<file path="src/rtl/bht_branch_predictor.sv">
// Branch direction predictor: table of 2-bit saturating counters with branch/miss statistics.
// Optional gshare indexing is enabled by defining GSHARE_EN.
module bht_branch_predictor #(
  parameter int IDX_W  = 4,
  parameter int ADDR_W = 30,
  parameter int CNT_W  = 16
) (
  input  logic              clk,
  input  logic              rst,
  input  logic              stall,
  input  logic [ADDR_W-1:0] if_pc,
  output logic [IDX_W-1:0]  if_idx,
  output logic              pred_taken,
  input  logic              ex_valid,
  input  logic [IDX_W-1:0]  ex_idx,
  input  logic              ex_taken,
  input  logic              ex_pred_taken,
  output logic              branch,
  output logic              correct,
  output logic              flush,
  output logic [CNT_W-1:0]  cnt_branch,
  output logic [CNT_W-1:0]  cnt_miss
);

  localparam int ENTRIES = 2 ** IDX_W;
  localparam logic [1:0] WN = 2'b01;
  localparam logic [CNT_W-1:0] CNT_MAX = {CNT_W{1'b1}};
  localparam logic [CNT_W-1:0] CNT_ONE = {{(CNT_W-1){1'b0}}, 1'b1};

  function automatic logic [1:0] sat_step2(input logic [1:0] cur, input logic up);
    logic [1:0] nxt;
    case ({up, cur})
      3'b1_00: nxt = 2'b01;
      3'b1_01: nxt = 2'b10;
      3'b1_10: nxt = 2'b11;
      3'b1_11: nxt = 2'b11;
      3'b0_00: nxt = 2'b00;
      3'b0_01: nxt = 2'b00;
      3'b0_10: nxt = 2'b01;
      3'b0_11: nxt = 2'b10;
      default: nxt = WN;
    endcase
    return nxt;
  endfunction

  function automatic logic [CNT_W-1:0] sat_inc_cnt(input logic [CNT_W-1:0] v);
    logic [CNT_W-1:0] r;
    if (v == CNT_MAX) begin
      r = CNT_MAX;
    end else begin
      r = v + CNT_ONE;
    end
    return r;
  endfunction

  logic [1:0]       bht_r [ENTRIES];
  logic [1:0]       upd_val_s;
  logic             upd_en_s;
  logic [IDX_W-1:0] idx_s;
  logic             unused_pc_s;

  // Upper PC bits do not participate in indexing.
  assign unused_pc_s = ^if_pc[ADDR_W-1:IDX_W];
  assign upd_en_s    = ex_valid & ~stall;

`ifdef GSHARE_EN
  logic [IDX_W-1:0] ghr_r;

  // Global history shifts in each resolved outcome alongside the BHT update.
  always_ff @(posedge clk) begin
    if (rst) begin
      ghr_r <= {IDX_W{1'b0}};
    end else if (upd_en_s) begin
      ghr_r <= {ghr_r[IDX_W-2:0], ex_taken};
    end else begin
      ghr_r <= ghr_r;
    end
  end

  assign idx_s = if_pc[IDX_W-1:0] ^ ghr_r;
`else
  assign idx_s = if_pc[IDX_W-1:0];
`endif

  assign if_idx     = idx_s;
  assign pred_taken = bht_r[idx_s][1];

  // Next value of the counter being trained.
  always_comb begin
    upd_val_s = sat_step2(bht_r[ex_idx], ex_taken);
  end

  // Counter table: full re-init on reset, single-entry update otherwise.
  always_ff @(posedge clk) begin
    if (rst) begin
      for (int i = 0; i < ENTRIES; i++) begin
        bht_r[i] <= WN;
      end
    end else if (upd_en_s) begin
      bht_r[ex_idx] <= upd_val_s;
    end else begin
      bht_r[ex_idx] <= bht_r[ex_idx];
    end
  end

  // Status is purely a function of the EX inputs; idle EX reads as correct.
  always_comb begin
    branch  = ex_valid;
    correct = ~(ex_valid & (ex_taken != ex_pred_taken));
    flush   = ~correct & ~stall;
  end

  // Saturating statistics, frozen while stalled.
  always_ff @(posedge clk) begin
    if (rst) begin
      cnt_branch <= {CNT_W{1'b0}};
      cnt_miss   <= {CNT_W{1'b0}};
    end else if (!stall) begin
      if (ex_valid) begin
        cnt_branch <= sat_inc_cnt(cnt_branch);
      end else begin
        cnt_branch <= cnt_branch;
      end
      if (!correct) begin
        cnt_miss <= sat_inc_cnt(cnt_miss);
      end else begin
        cnt_miss <= cnt_miss;
      end
    end else begin
      cnt_branch <= cnt_branch;
      cnt_miss   <= cnt_miss;
    end
  end

endmodule

</file>
<file path="config.mk">
export PLATFORM = sky130hd
export DESIGN_NAME = bht_branch_predictor
export DESIGN_NICKNAME = d
export VERILOG_FILES = /design/src/rtl/bht_branch_predictor.sv
export SDC_FILE = /design/constraint.sdc
export NUM_CORES = 1
export LEC_CHECK = 0
export BUFFER_PORTS_ARGS = -buffer_cell sky130_fd_sc_hd__buf_2
export CAP_MARGIN = 10
export CORE_ASPECT_RATIO = 0.75
export CORE_MARGIN = 5
export CORE_UTILIZATION = 49
export DETAILED_ROUTE_END_ITERATION = 10
export PLACE_DENSITY = 0.75
export SLEW_MARGIN = 20
export SYNTH_ARGS = -nofsm -noshare
export SYNTH_HDL_FRONTEND = slang
export SYNTH_SLANG_ARGS = --single-unit
</file>
<file path="constraint.sdc">
create_clock -name clk -period 2 [get_ports clk]
set_input_delay 0.2 -clock clk [delete_from_list [all_inputs] [get_ports clk]]
set_output_delay 0.2 -clock clk [all_outputs]
set_load 0.03 [all_outputs]
</file>
Yosys cells after proc, flatten, opt, wreduce, memory -nomap -nowiden
Memory sizes are Yosys's and may differ from the RTL's. Cells that the tools add are included.

Bits in registers: 32. Latch bits: 0. Memory bits (writable): 32. ROM bits: 16. Input port bits: 40. Output and inout port bits: 40. Word-level logic and storage cells: 32. Memories: 2.

$add $sub $neg: 2. Multiply operators: 0. Divide/modulo/power cells: 0. Magnitude comparators: 0. Eq/ne operators: 3. Shift operators: 0. Muxes and demuxes: 14. Bitwise operators: 6. Reductions and logical operators: 3.

Memory list: bht_r (depth 16, width 2, rd ports 2, clocked after memory_dff 0, wr ports 16, RTL line 56) `logic [1:0] bht_r [ENTRIES];`; (name not given) (depth 8, width 2, rd ports 1, clocked after memory_dff 0, wr ports 0, RTL line 32) `case ({up, cur})`.

Operator list (number): $add A16 B1 Y16 const B (2); $eq A16 B16 Y1 const B (2); $mux W16 (2); $mux W1 (9); $mux W2 (2); $mux W4 (1); $reduce_and A2 Y1 (2); $and A1 B1 Y1 (3); $not A1 Y1 (2); $reduce_or A2 Y1 (1); $ne A1 B1 Y1 (1); $or A1 B1 Y1 (1).

Logic depth before layout (Yosys ltp)
Depth after elaboration: 8. Mapped depth: 8. Gate-level depth less buffers: 5.

Worst setup path before layout
No wires, ideal clock.

Path type: input to register. Start: input port ex_idx[0]. End: memory bht_r[10][1], data pin. Setup time: 0.261 ns. Arrival time: 1.762 ns. Setup slack: -0.023 ns. Stages on the path: 8. Cell sequence: buf_6 -> buf_8 -> mux4_2 -> a22oi_2 -> a21oi_1 -> o21ai_2 -> buf_2 -> a21oi_1.

RTL lines: start, declared (RTL line 15) `input logic [IDX_W-1:0] ex_idx,`; end, declared (RTL line 56).

==> flow_metrics.env <==
export IMPL_power_density_mw_per_mm2=711
export IMPL_syn_to_final_growth_pct=23.1
export IMPL_rows=26
export IMPL_async_flop_share=0
export IMPL_h_tree_depth=3
export IMPL_diodes=0
export IMPL_hold_viol_final=0
export IMPL_maxSlewHeadroom=0.421
export IMPL_path_clk_slew_ps=70
export IMPL_gp_congestion=0.873
export IMPL_final_antenna_net_count=0
export IMPL_ys_top_cells_by_area="edfxtp_1 28%, dfxtp_1 19%, mux4_2 8.5%"
export IMPL_vias_per_cell=5.84
export IMPL_pin_count=80
export IMPL_grt_usage=0.197
export IMPL_failed_checks="negative setup slack"
export IMPL_syn_area_mm2=0.00344
export IMPL_criticalPathCategory="flop to primary output"
export IMPL_r2r_end="bht_r[2][1]"
export IMPL_reg2regPathDepth=7
export IMPL_firstDrtPassIters=4
export IMPL_hp_class="primary input to flop"
export IMPL_cts_buffers=9
export IMPL_setup_ws_ps=-106
export IMPL_initial_utilization=0.504
export IMPL_yosysWarningCount=0
export IMPL_p_leak_uw=0.00158
export IMPL_yosysTopAreaCellShare=0.279
export IMPL_fillers=565
export IMPL_status="finished, violations left"
export IMPL_grt_pass1_wl_um=13600
export IMPL_synth_seq_cells=64
export IMPL_nets=447
export IMPL_grt_pass1_vias=2817
export IMPL_clk_path_buf_depth=2
export IMPL_tightest_slew_ps=866
export IMPL_synth_ff_type="edfxtp_1"
export IMPL_wire_per_inst_um=17.2
export IMPL_cp_data_arrival_time_ps=1910
export IMPL_yosys_area_top_type="edfxtp_1"
export IMPL_cts_sinks=64
export IMPL_cp_cell_sequence="mux4_2 -> mux4_2 -> buf_6"
export IMPL_multi_input_area_mm2=0.00183
export IMPL_syn_inst=340
export IMPL_crit_cells=3
export IMPL_clockRootBuffer="clkbuf_8"
export IMPL_yosys_cell_types_count=44
export IMPL_register_area_mm2=0.00160
export IMPL_startpoint_type="flop"
export IMPL_fin_skew_ps=10.7
export IMPL_avgSynthCellArea_um2=10.1
export IMPL_synth_edff_count=32
export IMPL_fin_crit_ps=2110
export IMPL_finalSetupViolations=17
export IMPL_overflow=0
export IMPL_ir_drop_mv=0.348
export IMPL_grt_max_degree=27
export IMPL_slew_violations=0
export IMPL_die_h_um=82.6
export IMPL_min_to="cnt_miss[13]"
export IMPL_first_iter_violations=151
export IMPL_syn_num_nets=382
export IMPL_cts_hold_buf=0
export IMPL_coreArea_mm2=0.00683
export IMPL_synth_seq_area_share=0.465
export IMPL_rsz0062_at_grt="true"
export IMPL_critPathRequiredTime_ps=1800
export IMPL_port_buffers=53
export IMPL_clock_latency_ps=350
export IMPL_worstPathBufferInverterCount=1
export IMPL_min_path_cells=3
export IMPL_vias=2887
export IMPL_hpwl_um=5870
export IMPL_drc=0
export IMPL_worst_hold_slack_ps=438
export IMPL_cpMostUsedCell="mux4_2"
export IMPL_worstReg2RegStart="bht_r[8][0]"
export IMPL_worstHoldStart="rst"
export IMPL_wl_um=8510
export IMPL_total_power_uw=3010
export IMPL_die_area_mm2=0.00882
export IMPL_min_period_over_period=1.05
export IMPL_fmax_ghz=0.475
export IMPL_cpPeakStageDelay_ps=520
export IMPL_r2r_slack_ps=-80
export IMPL_maxCapViolations=0
export IMPL_cp_max_fo=2
export IMPL_antenna_found_initial=0
export IMPL_crit_slowest_cell="mux4_2"
export IMPL_critPathCaptureType="primary output"
export IMPL_tritoncts="done"
export IMPL_critPathTopFamily="multiplexers"
export IMPL_layout_drive_gt1_share=0.368
export IMPL_chipWidth_um=107
export IMPL_post_place_ws_ps=-296
final cells by class:
class / count / share of cell area
tap: 84 / 0.0248
timing repair buffer: 77 / 0.113
clock inverter: 3 / 0.00413
sequential: 64 / 0.378
inverter: 4 / 0.00354
multi-input combinational: 249 / 0.432
clock buffer: 13 / 0.0451
cell usage after synthesis (6+ instances only):
library cell and number:
clkbuf_1 12, a21oi_1 43, edfxtp_1 32, mux4_2 13
nor2_1 26, nor3_1 11, dfxtp_1 32, nand2_1 30
xnor2_1 8, nand2b_1 17, o21ai_0 6, nand3_1 15
and3_1 7, nor2b_1 6, xor2_1 13, o21ai_2 12
state kept, by name (all words and copies together) (netlist names):
| name | count |
|---|---|
| bht_r | 32 |
| cnt_branch | 16 |
| cnt_miss | 16 |
power breakdown:
| group | leakage, uW | switching (uW) | internal (uW) |
|---|---|---|---|
| logic | 0.000913 | 271 | 170 |
| registers | 0.000559 | 17.0 | 1410 |
| clock network | 0.000111 | 513 | 635 |
| total | 0.00158 | 801 | 2210 |
metal layers:
| layer | wire, um | share of wire | track usage |
|---|---|---|---|
| met1 | 3800 | 0.45 | 0.251 |
| met2 | 4140 | 0.49 | 0.326 |
| met3 | 488 | 0.057 | 0.0629 |
| met4 | 77 | 0.0090 | 0.0575 |
| met5 | 0 | 0 | 0 |
cell usage in the layout (no fill, tap or decap), drive strengths merged:
cell,synthesis,layout
a211oi,1,1
a21boi,1,1
a21o,1,1
a21oi,43,43
a22oi,2,2
a311oi,2,2
a31oi,4,4
a41oi,1,1
and2,3,3
and3,7,7
and3b,1,1
and4,4,4
and4b,2,2
buf,12,77
clkbuf,12,13
clkinv,0,1
dfxtp,32,32
edfxtp,32,32
ha,2,2
inv,4,6
maj3,1,2
mux2i,1,1
mux4,13,13
nand2,31,31
nand2b,17,17
nand3,15,15
nand4,5,5
nor2,26,26
nor2b,6,6
nor3,11,11
nor3b,2,2
nor4,1,1
nor4b,1,1
nor4bb,1,1
o21ai,18,18
o21bai,2,2
or2,1,1
or3,1,1
xnor2,8,8
xor2,13,13
per-stage QoR:
| stage | setup TNS, ps | utilization | cells | instance area (um^2) |
|---|---|---|---|---|
| 6_report | -1210 | 0.621 | 494 | 4240 |
| 5_1_grt | -2450 | 0.621 | 494 | 4240 |
| 4_1_cts | -891 | 0.607 | 492 | 4140 |
| 3_5_place_dp | -7270 | 0.562 | 475 | 3840 |
| 3_3_place_gp | -5930 | 0.562 | 475 | 3840 |
| 2_1_floorplan | 0 | - | 340 | 3450 |
what timing repair did:
item | 4_1_cts | 5_1_grt
gates cloned | 0 | 1
setup buffers | 1 | 1
setup endpoints to repair | 33 | 33
resized for setup | 24 | 25
pin swaps | 3 | 23
cells by family after synthesis:
logic type / after synthesis / synth area share
compound gates: 75 / 0.135
xor+xnor: 21 / 0.0534
fa+ha+maj: 3 / 0.0105
buf+inv: 28 / 0.0450
flops: 64 / 0.465
mux: 14 / 0.0879
simple gates: 135 / 0.203
worst max-delay path by stage:
stage	to	slack, ps	from
6_report	pred_taken	-110	bht_r[11][1]
5_1_grt	pred_taken	-160	bht_r[11][1]
4_1_cts	pred_taken	-100	bht_r[2][1]
3_5_place_dp	bht_r[10][0]	-300	ex_idx[0]
3_3_place_gp	bht_r[13][0]	-250	ex_idx[0]
2_1_floorplan	bht_r[0][0]	10	ex_idx[0]
worst min-delay path, stage by stage:
cell     delay, ps
buf_2          200
buf_4          220
a21oi_1        110
No activity file was read; power rests on OpenSTA's default activity.
